`config.mk`:
```
export PLATFORM = sky130hd
export DESIGN_NAME = ucaspian_neuron_seq
export DESIGN_NICKNAME = d
export VERILOG_FILES = /design/src/rtl/ucaspian_neuron_seq.sv
export SDC_FILE = /design/constraint.sdc
export NUM_CORES = 1
export LEC_CHECK = 0
export CORE_MARGIN = 3
export CORE_UTILIZATION = 35
export CTS_CLUSTER_DIAMETER = 200
export DETAILED_ROUTE_END_ITERATION = 12
export PLACE_DENSITY_LB_ADDON = 0.15
export SYNTH_ARGS = -nofsm -noshare
export SYNTH_HDL_FRONTEND = slang
export SYNTH_SLANG_ARGS = --single-unit
export TNS_END_PERCENT = 1
```
`constraint.sdc`:
```
create_clock -name clk -period 4.06 [get_ports clk]
set_input_delay 1.218 -clock clk [delete_from_list [all_inputs] [get_ports clk]]
set_output_delay 1.218 -clock clk [all_outputs]
set_load 0.02 [all_outputs]
```
`src/rtl/ucaspian_neuron_seq.sv`:
```
// ucaspian_neuron_seq
//   Sequences time steps for a neuron core. Accepts step/clear commands,
//   holds neuron clears until the core acknowledges, issues next_step
//   pulses, and waits for a run of quiet cycles before counting a step as
//   complete. Host fires and dendrite charges share one neuron input
//   stream through a round-robin arbiter.
//
// Ports
//   clk, reset                    clock, synchronous active-high reset
//   cmd_op/cmd_count/cmd_vld/rdy  command: 0 step N, 1 clear act, 2 clear cfg, 3 nop
//   host_* / dend_*               two input streams (addr, signed charge)
//   neuron_*                      arbitrated output stream
//   clear_act, clear_config       clear requests, held until clear_done
//   next_step                     one-cycle step pulse
//   step_done                     neuron idle indication
//   cur_time                      completed-step counter
//   step_evt                      one-cycle pulse when a step command finishes
//   busy                          state is not IDLE
//   dbg_state                     current FSM state (0 IDLE,1 CLEAR,2 STEP,3 DRAIN)
//
// Handshakes: a transfer happens on a rising clock edge where vld && rdy.
// A source holds vld and its payload stable from assertion until that edge.
module ucaspian_neuron_seq #(
  parameter int QUIET  = 3,
  parameter int TIME_W = 16
) (
  input  logic                clk,
  input  logic                reset,
  input  logic [1:0]          cmd_op,
  input  logic [7:0]          cmd_count,
  input  logic                cmd_vld,
  output logic                cmd_rdy,
  input  logic [7:0]          host_addr,
  input  logic signed [15:0]  host_charge,
  input  logic                host_vld,
  output logic                host_rdy,
  input  logic [7:0]          dend_addr,
  input  logic signed [15:0]  dend_charge,
  input  logic                dend_vld,
  output logic                dend_rdy,
  output logic [7:0]          neuron_addr,
  output logic signed [15:0]  neuron_charge,
  output logic                neuron_vld,
  input  logic                neuron_rdy,
  output logic                clear_act,
  output logic                clear_config,
  input  logic                clear_done,
  output logic                next_step,
  input  logic                step_done,
  output logic [TIME_W-1:0]   cur_time,
  output logic                step_evt,
  output logic                busy,
  output logic [1:0]          dbg_state
);

  localparam int QW = $clog2(QUIET + 1);
  localparam logic [QW-1:0] QUIET_V = QW'(QUIET);

  typedef enum logic [1:0] {
    S_IDLE  = 2'd0,
    S_CLEAR = 2'd1,
    S_STEP  = 2'd2,
    S_DRAIN = 2'd3
  } state_t;

  state_t              state_q, state_d;
  logic [7:0]          remaining_q, remaining_d;
  logic [QW-1:0]       quiet_q, quiet_d;
  logic [TIME_W-1:0]   time_q, time_d;
  logic                next_step_q, next_step_d;
  logic                step_evt_q, step_evt_d;
  logic                clear_act_q, clear_act_d;
  logic                clear_config_q, clear_config_d;
  logic                lock_q, lock_d;
  logic                lock_sel_q, lock_sel_d;   // 1 = dend holds the lock
  logic                prio_q, prio_d;           // 1 = dend has priority
  logic                sel_dend;
  logic                arb_en;
  logic                cmd_hs;
  logic                quiet_cycle;

  assign cmd_rdy      = (state_q == S_IDLE);
  assign cmd_hs       = cmd_vld && cmd_rdy;
  assign busy         = (state_q != S_IDLE);
  assign dbg_state    = state_q;
  assign next_step    = next_step_q;
  assign step_evt     = step_evt_q;
  assign clear_act    = clear_act_q;
  assign clear_config = clear_config_q;
  assign cur_time     = time_q;

  // ---------------- arbiter ----------------
  // Stream is closed while clearing or issuing a step, and while reset is
  // held so nothing leaks out before the registers are initialised.
  assign arb_en = !reset && ((state_q == S_IDLE) || (state_q == S_DRAIN));

  always_comb begin
    if (lock_q)                    sel_dend = lock_sel_q;
    else if (host_vld && dend_vld) sel_dend = prio_q;
    else                           sel_dend = dend_vld;
  end

  assign neuron_vld    = arb_en && (sel_dend ? dend_vld : host_vld);
  assign neuron_addr   = sel_dend ? dend_addr   : host_addr;
  assign neuron_charge = sel_dend ? dend_charge : host_charge;
  assign host_rdy      = arb_en && !sel_dend && neuron_rdy;
  assign dend_rdy      = arb_en &&  sel_dend && neuron_rdy;

  // A stalled offer keeps its grant; a completed one hands priority over.
  always_comb begin
    lock_d     = lock_q;
    lock_sel_d = lock_sel_q;
    prio_d     = prio_q;
    if (neuron_vld && !neuron_rdy) begin
      lock_d     = 1'b1;
      lock_sel_d = sel_dend;
    end else if (neuron_vld && neuron_rdy) begin
      lock_d = 1'b0;
      prio_d = !sel_dend;
    end
  end

  // ---------------- sequencer ----------------
  assign quiet_cycle = step_done && !host_vld && !dend_vld && !neuron_vld;

  always_comb begin
    state_d        = state_q;
    remaining_d    = remaining_q;
    quiet_d        = quiet_q;
    time_d         = time_q;
    next_step_d    = 1'b0;
    step_evt_d     = 1'b0;
    clear_act_d    = clear_act_q;
    clear_config_d = clear_config_q;
    case (state_q)
      S_IDLE: begin
        if (cmd_hs) begin
          case (cmd_op)
            2'd0: begin
              if (cmd_count != 8'd0) begin
                remaining_d = cmd_count;
                state_d     = S_STEP;
                next_step_d = 1'b1;
              end
            end
            2'd1: begin
              clear_act_d = 1'b1;
              state_d     = S_CLEAR;
            end
            2'd2: begin
              clear_config_d = 1'b1;
              state_d        = S_CLEAR;
            end
            default: ;
          endcase
        end
      end
      S_CLEAR: begin
        // clear_done is only looked at from inside CLEAR, so the clear is
        // always visible for at least one cycle.
        if (clear_done) begin
          clear_act_d    = 1'b0;
          clear_config_d = 1'b0;
          time_d         = '0;
          state_d        = S_IDLE;
        end
      end
      S_STEP: begin
        quiet_d = '0;
        state_d = S_DRAIN;
      end
      S_DRAIN: begin
        quiet_d = quiet_cycle ? quiet_q + QW'(1) : '0;
        if (quiet_d == QUIET_V) begin
          quiet_d     = '0;
          time_d      = time_q + TIME_W'(1);
          remaining_d = remaining_q - 8'd1;
          if (remaining_q != 8'd1) begin
            state_d     = S_STEP;
            next_step_d = 1'b1;
          end else begin
            state_d    = S_IDLE;
            step_evt_d = 1'b1;
          end
        end
      end
      default: state_d = S_IDLE;
    endcase
  end

  always_ff @(posedge clk) begin
    if (reset) begin
      state_q        <= S_IDLE;
      remaining_q    <= '0;
      quiet_q        <= '0;
      time_q         <= '0;
      next_step_q    <= 1'b0;
      step_evt_q     <= 1'b0;
      clear_act_q    <= 1'b0;
      clear_config_q <= 1'b0;
      lock_q         <= 1'b0;
      lock_sel_q     <= 1'b0;
      prio_q         <= 1'b0;
    end else begin
      state_q        <= state_d;
      remaining_q    <= remaining_d;
      quiet_q        <= quiet_d;
      time_q         <= time_d;
      next_step_q    <= next_step_d;
      step_evt_q     <= step_evt_d;
      clear_act_q    <= clear_act_d;
      clear_config_q <= clear_config_d;
      lock_q         <= lock_d;
      lock_sel_q     <= lock_sel_d;
      prio_q         <= prio_d;
    end
  end

endmodule

```
==> summary.md, run 1 <==
| Metric | Value |
|---|---|
| Crit Path Class | `input pin to output pin` |
| Avg WL per Cell | `15.3 um` |
| Largest net degree at the start of global routing | `33` |
| Rel. slew slack | `approximately 36%` |
| Fin crit share | `95.2%` |
| CTS root buf | `clkbuf_8` |
| Hpwl dp | `between 6 and 7 mm` |
| Core area | `just under 7000 um2` |
| Synth warn | `0` |
| Cell Pwr Density | `361 nW/um2` |
| Placed insts | `506` |
| TritonCTS clock tree | `done` |
| Hold Buf Count CTS | `0` |
| Internal cell power | `~0.00084 W` |
| Finished Core Util | `a little under three fifths` |
| First drt pass iteration count | `4` |
| Max-Cap Viols | `0` |
| Gr ovfl total | `0` |
| Synthesized cell area | `2500 um2` |
| Switching share of power | `40.0%` |
| Bufs on Longest Clock Path | `2` |
| Worst Max-Slew Pin Slew | `0.964 ns` |
| Fill cells | `about 640` |
| Cells after synthesis | `about 300` |
| Area delta synth->final | `55.8%` |
| Synth Register Bits | `35` |
| Fin crit period | `3.86 ns` |
| Residual DRC | `0` |
| Fin cells | `519` |
| Layout cells sized above 1 | `12.8%` |
| Width of the die | `around 90 um` |
| Vias/cell | `5.32` |
| Routability cong. | `0.777` |
| Cell Area, Placed | `between 3000 and 4000 um2` |
| Syn Nets | `about 370` |
| Vias in the first global route | `~2600` |
| Slew Limit Fails | `0` |
| Fin area | `3890 um2` |
| CP required | `2.84 ns` |
| Routed wire length | `7.92 mm` |
| Critical path fanouts, max | `4` |
| Sequential-to-total area share from yosys stat | `28.1%` |
| Worst-path clk slew | `0.08 ns` |
| Worst-Skew Late Latency | `0.29 ns` |
| Initial core utilization | `36.3%` |
| Vias | `approximately 2800` |
| Final setup fails | `0` |
| Port bufs | `116` |
| Seq pwr share | `29.4%` |
| NetSw | `about 0.00056 W` |
| Crit path capture type | `output pin` |
| Io pins | `117` |
| Global Route Usage Sum | `19.3%` |
| R2r worst-path depth | `6` |
| Initial antenna violation count | `0` |
| Nets | `499` |
| Worst hold path depth | `2` |
| Leak pwr | `1.50 nW` |
| # diodes | `0` |
| Syn Area/Cell | `8.40 um2` |
| Synth cell types | `~50` |
| Hold Crit Class | `flip-flop to flip-flop` |
| Chip height | `90.5 um` |
| Comb power frac | `52.5%` |
| Clock Sink Count | `35` |
| Die area | `8180 um2` |
| Final hold viol count | `0` |
| Iter 0 DRT Violations | `161` |
| Number of routed nets with antenna violations | `0` |
| Fmax | `0.259 GHz` |
| Final setup skew | `around 0.01 ns` |
| CTS H-tree depth | `2` |
| Worst Setup Start Kind | `input pin` |
| Row count | `30` |
| Cts bufs inserted | `5` |
| Clock power share | `18.0%` |
| First-pass GRT wire length | `around 13 mm` |
| Worst VDD drop | `0.275 mV` |
| Crit path DAT | `between 2 and 3 ns` |
| RSZ-0062 raised after global routing | `no` |
| Status | `finished, final reports clean` |
[power groups by stage]
stage | Clock (W) | Combinational, W | Sequential, W
floorplan | 0 | 0.000426 | 0.000430
global placement | 0 | 0.000739 | 0.000419
detailed placement | 0 | 0.000744 | 0.000419
CTS | 0.000262 | 0.000718 | 0.000412
global route | 0.000275 | 0.000802 | 0.000419
finish | 0.000253 | 0.000737 | 0.000413
[metal layers]
layer	part of all wire, %	track usage (%)	vias up
li1	-	-	1363
met1	44	24.8	1278
met2	47	31.4	109
met3	6.7	4.75	9
met4	1.9	6.89	0
met5	0	0	-
[cell type report]
cell class              instances  area [um2]  share of cell area (%)
clock buffers                   6        72.6                    1.87
flip-flops and latches         35         701                    18.0
inverters                      16        60.1                    1.54
well taps                      96         120                    3.09
multi-input cells             232        1670                    42.9
clock inverters                 2        12.5                   0.322
repair buffers                132        1260                    32.3
[path summary, 6_finish.rpt]
path                               startpoint  slack, ns                          end
setup / recovery                     host_vld       0.20               neuron_addr[6]
setup reg to reg    dbg_state[1]$_SDFFE_PP0P_       1.68     cur_time[5]$_SDFFE_PP0P_
hold reg to reg   remaining_q[5]$_SDFFE_PP0P_       0.48  remaining_q[5]$_SDFFE_PP0P_
hold / removal    remaining_q[5]$_SDFFE_PP0P_       0.48  remaining_q[5]$_SDFFE_PP0P_
[logic make-up (layout without fill, tap and decap cells)]
family	after synthesis	in the layout	share of synthesized area, %
simple gates	116	116	26.2
compound gates	66	66	17.9
mux	39	39	16.9
flops	35	35	28.1
buf+inv	30	156	5.41
fa+ha+maj	11	11	5.51
[synth_stat cells (all sizes together)]
cell | instances | area (um2)
nor3 | 9 | 45.0
a21o | 1 | 7.51
nor3b | 6 | 56.3
or4 | 4 | 30.0
or3 | 13 | 86.3
and4 | 2 | 17.5
nand4 | 8 | 50.1
a21oi | 22 | 114
or2 | 2 | 12.5
mux2i | 14 | 140
ha | 11 | 138
a41oi | 1 | 8.76
a32oi | 1 | 8.76
and3 | 2 | 12.5
a2bb2oi | 1 | 8.76
nor4 | 4 | 25.0
clkbuf | 7 | 26.3
a31oi | 5 | 31.3
o41ai | 1 | 8.76
buf | 7 | 48.8
dfxtp | 35 | 701
nand3 | 9 | 45.0
and2 | 3 | 18.8
a221oi | 3 | 26.3
nand2b | 3 | 18.8
inv | 16 | 60.1
o21a | 1 | 7.51
nor4b | 1 | 15.0
o31ai | 4 | 43.8
nor2 | 17 | 63.8
nand4b | 2 | 17.5
nor2b | 5 | 31.3
a2111oi | 1 | 10.0
nand2 | 24 | 90.1
o211ai | 1 | 7.51
and3b | 1 | 8.76
a211oi | 6 | 45.0
mux2 | 25 | 282
o32ai | 6 | 52.6
o21ai | 10 | 50.1
a31o | 2 | 17.5
or3b | 1 | 8.76
[worst max-delay path, cell delays in order]
cell and delay, ns:
dlymetal6s2s_1 0.13, nor2b_4 0.13, o31ai_4 0.33, buf_12 0.15, buf_6 0.10, buf_4 0.11, mux2_1 0.31, buf_4 0.16
[cell usage in the layout, fill, tap and decap left out, types with 6 or more instances in the layout]
cell and count:
nand3_1 9, o21ai_0 8, nor3_1 9, mux2i_1 14
or3_1 12, a21oi_1 21, mux2_1 16, dlygate4sd2_1 12
nor2_1 17, clkdlybuf4s50_1 87, buf_2 7, mux2_2 9
o32ai_1 6, dfxtp_1 35, inv_1 15, a211oi_1 6
nand4_1 8, ha_1 11, buf_4 12, nand2_1 24
[state kept, by name (all words and copies together) (netlist names)]
signal	flops
next_step	1
remaining_q	8
clear_config	1
lock_q	1
prio_q	1
dbg_state	2
step_evt	1
clear_act	1
cur_time	16
lock_sel_q	1
quiet_q	2
[metrics by stage]
stage,hold WS (ns),power [W],TNS [ns],worst slack (ns)
after global routing,0.509,0.00150,0,0.102
after floorplan,0.449,0.000856,0,0.339
after CTS,0.479,0.00139,-1.19,-0.124
after detailed placement,0.462,0.00116,-7.86,-0.353
final,0.479,0.00140,0,0.196
after global placement,0.459,0.00116,-6.98,-0.292
[repair_timing]
item | CTS | global route
setup buffers | 0 | 5
endpoints found under the setup margin | 27 | 17
gates resized for setup | 57 | 18
pin swaps | 0 | 1
(Power assumes the default switching activity.)
==> inputs of run 2 (changes only) <==
--- a/config.mk
+++ b/config.mk
@@ -8,6 +8,7 @@
 export CORE_MARGIN = 3
 export CORE_UTILIZATION = 35
 export CTS_CLUSTER_DIAMETER = 200
+export CTS_CLUSTER_SIZE = 25
 export DETAILED_ROUTE_END_ITERATION = 12
 export PLACE_DENSITY_LB_ADDON = 0.15
 export SYNTH_ARGS = -nofsm -noshare
==> results of run 2 <==
The final DEF is identical to that of run 1; final timing and power are the same.
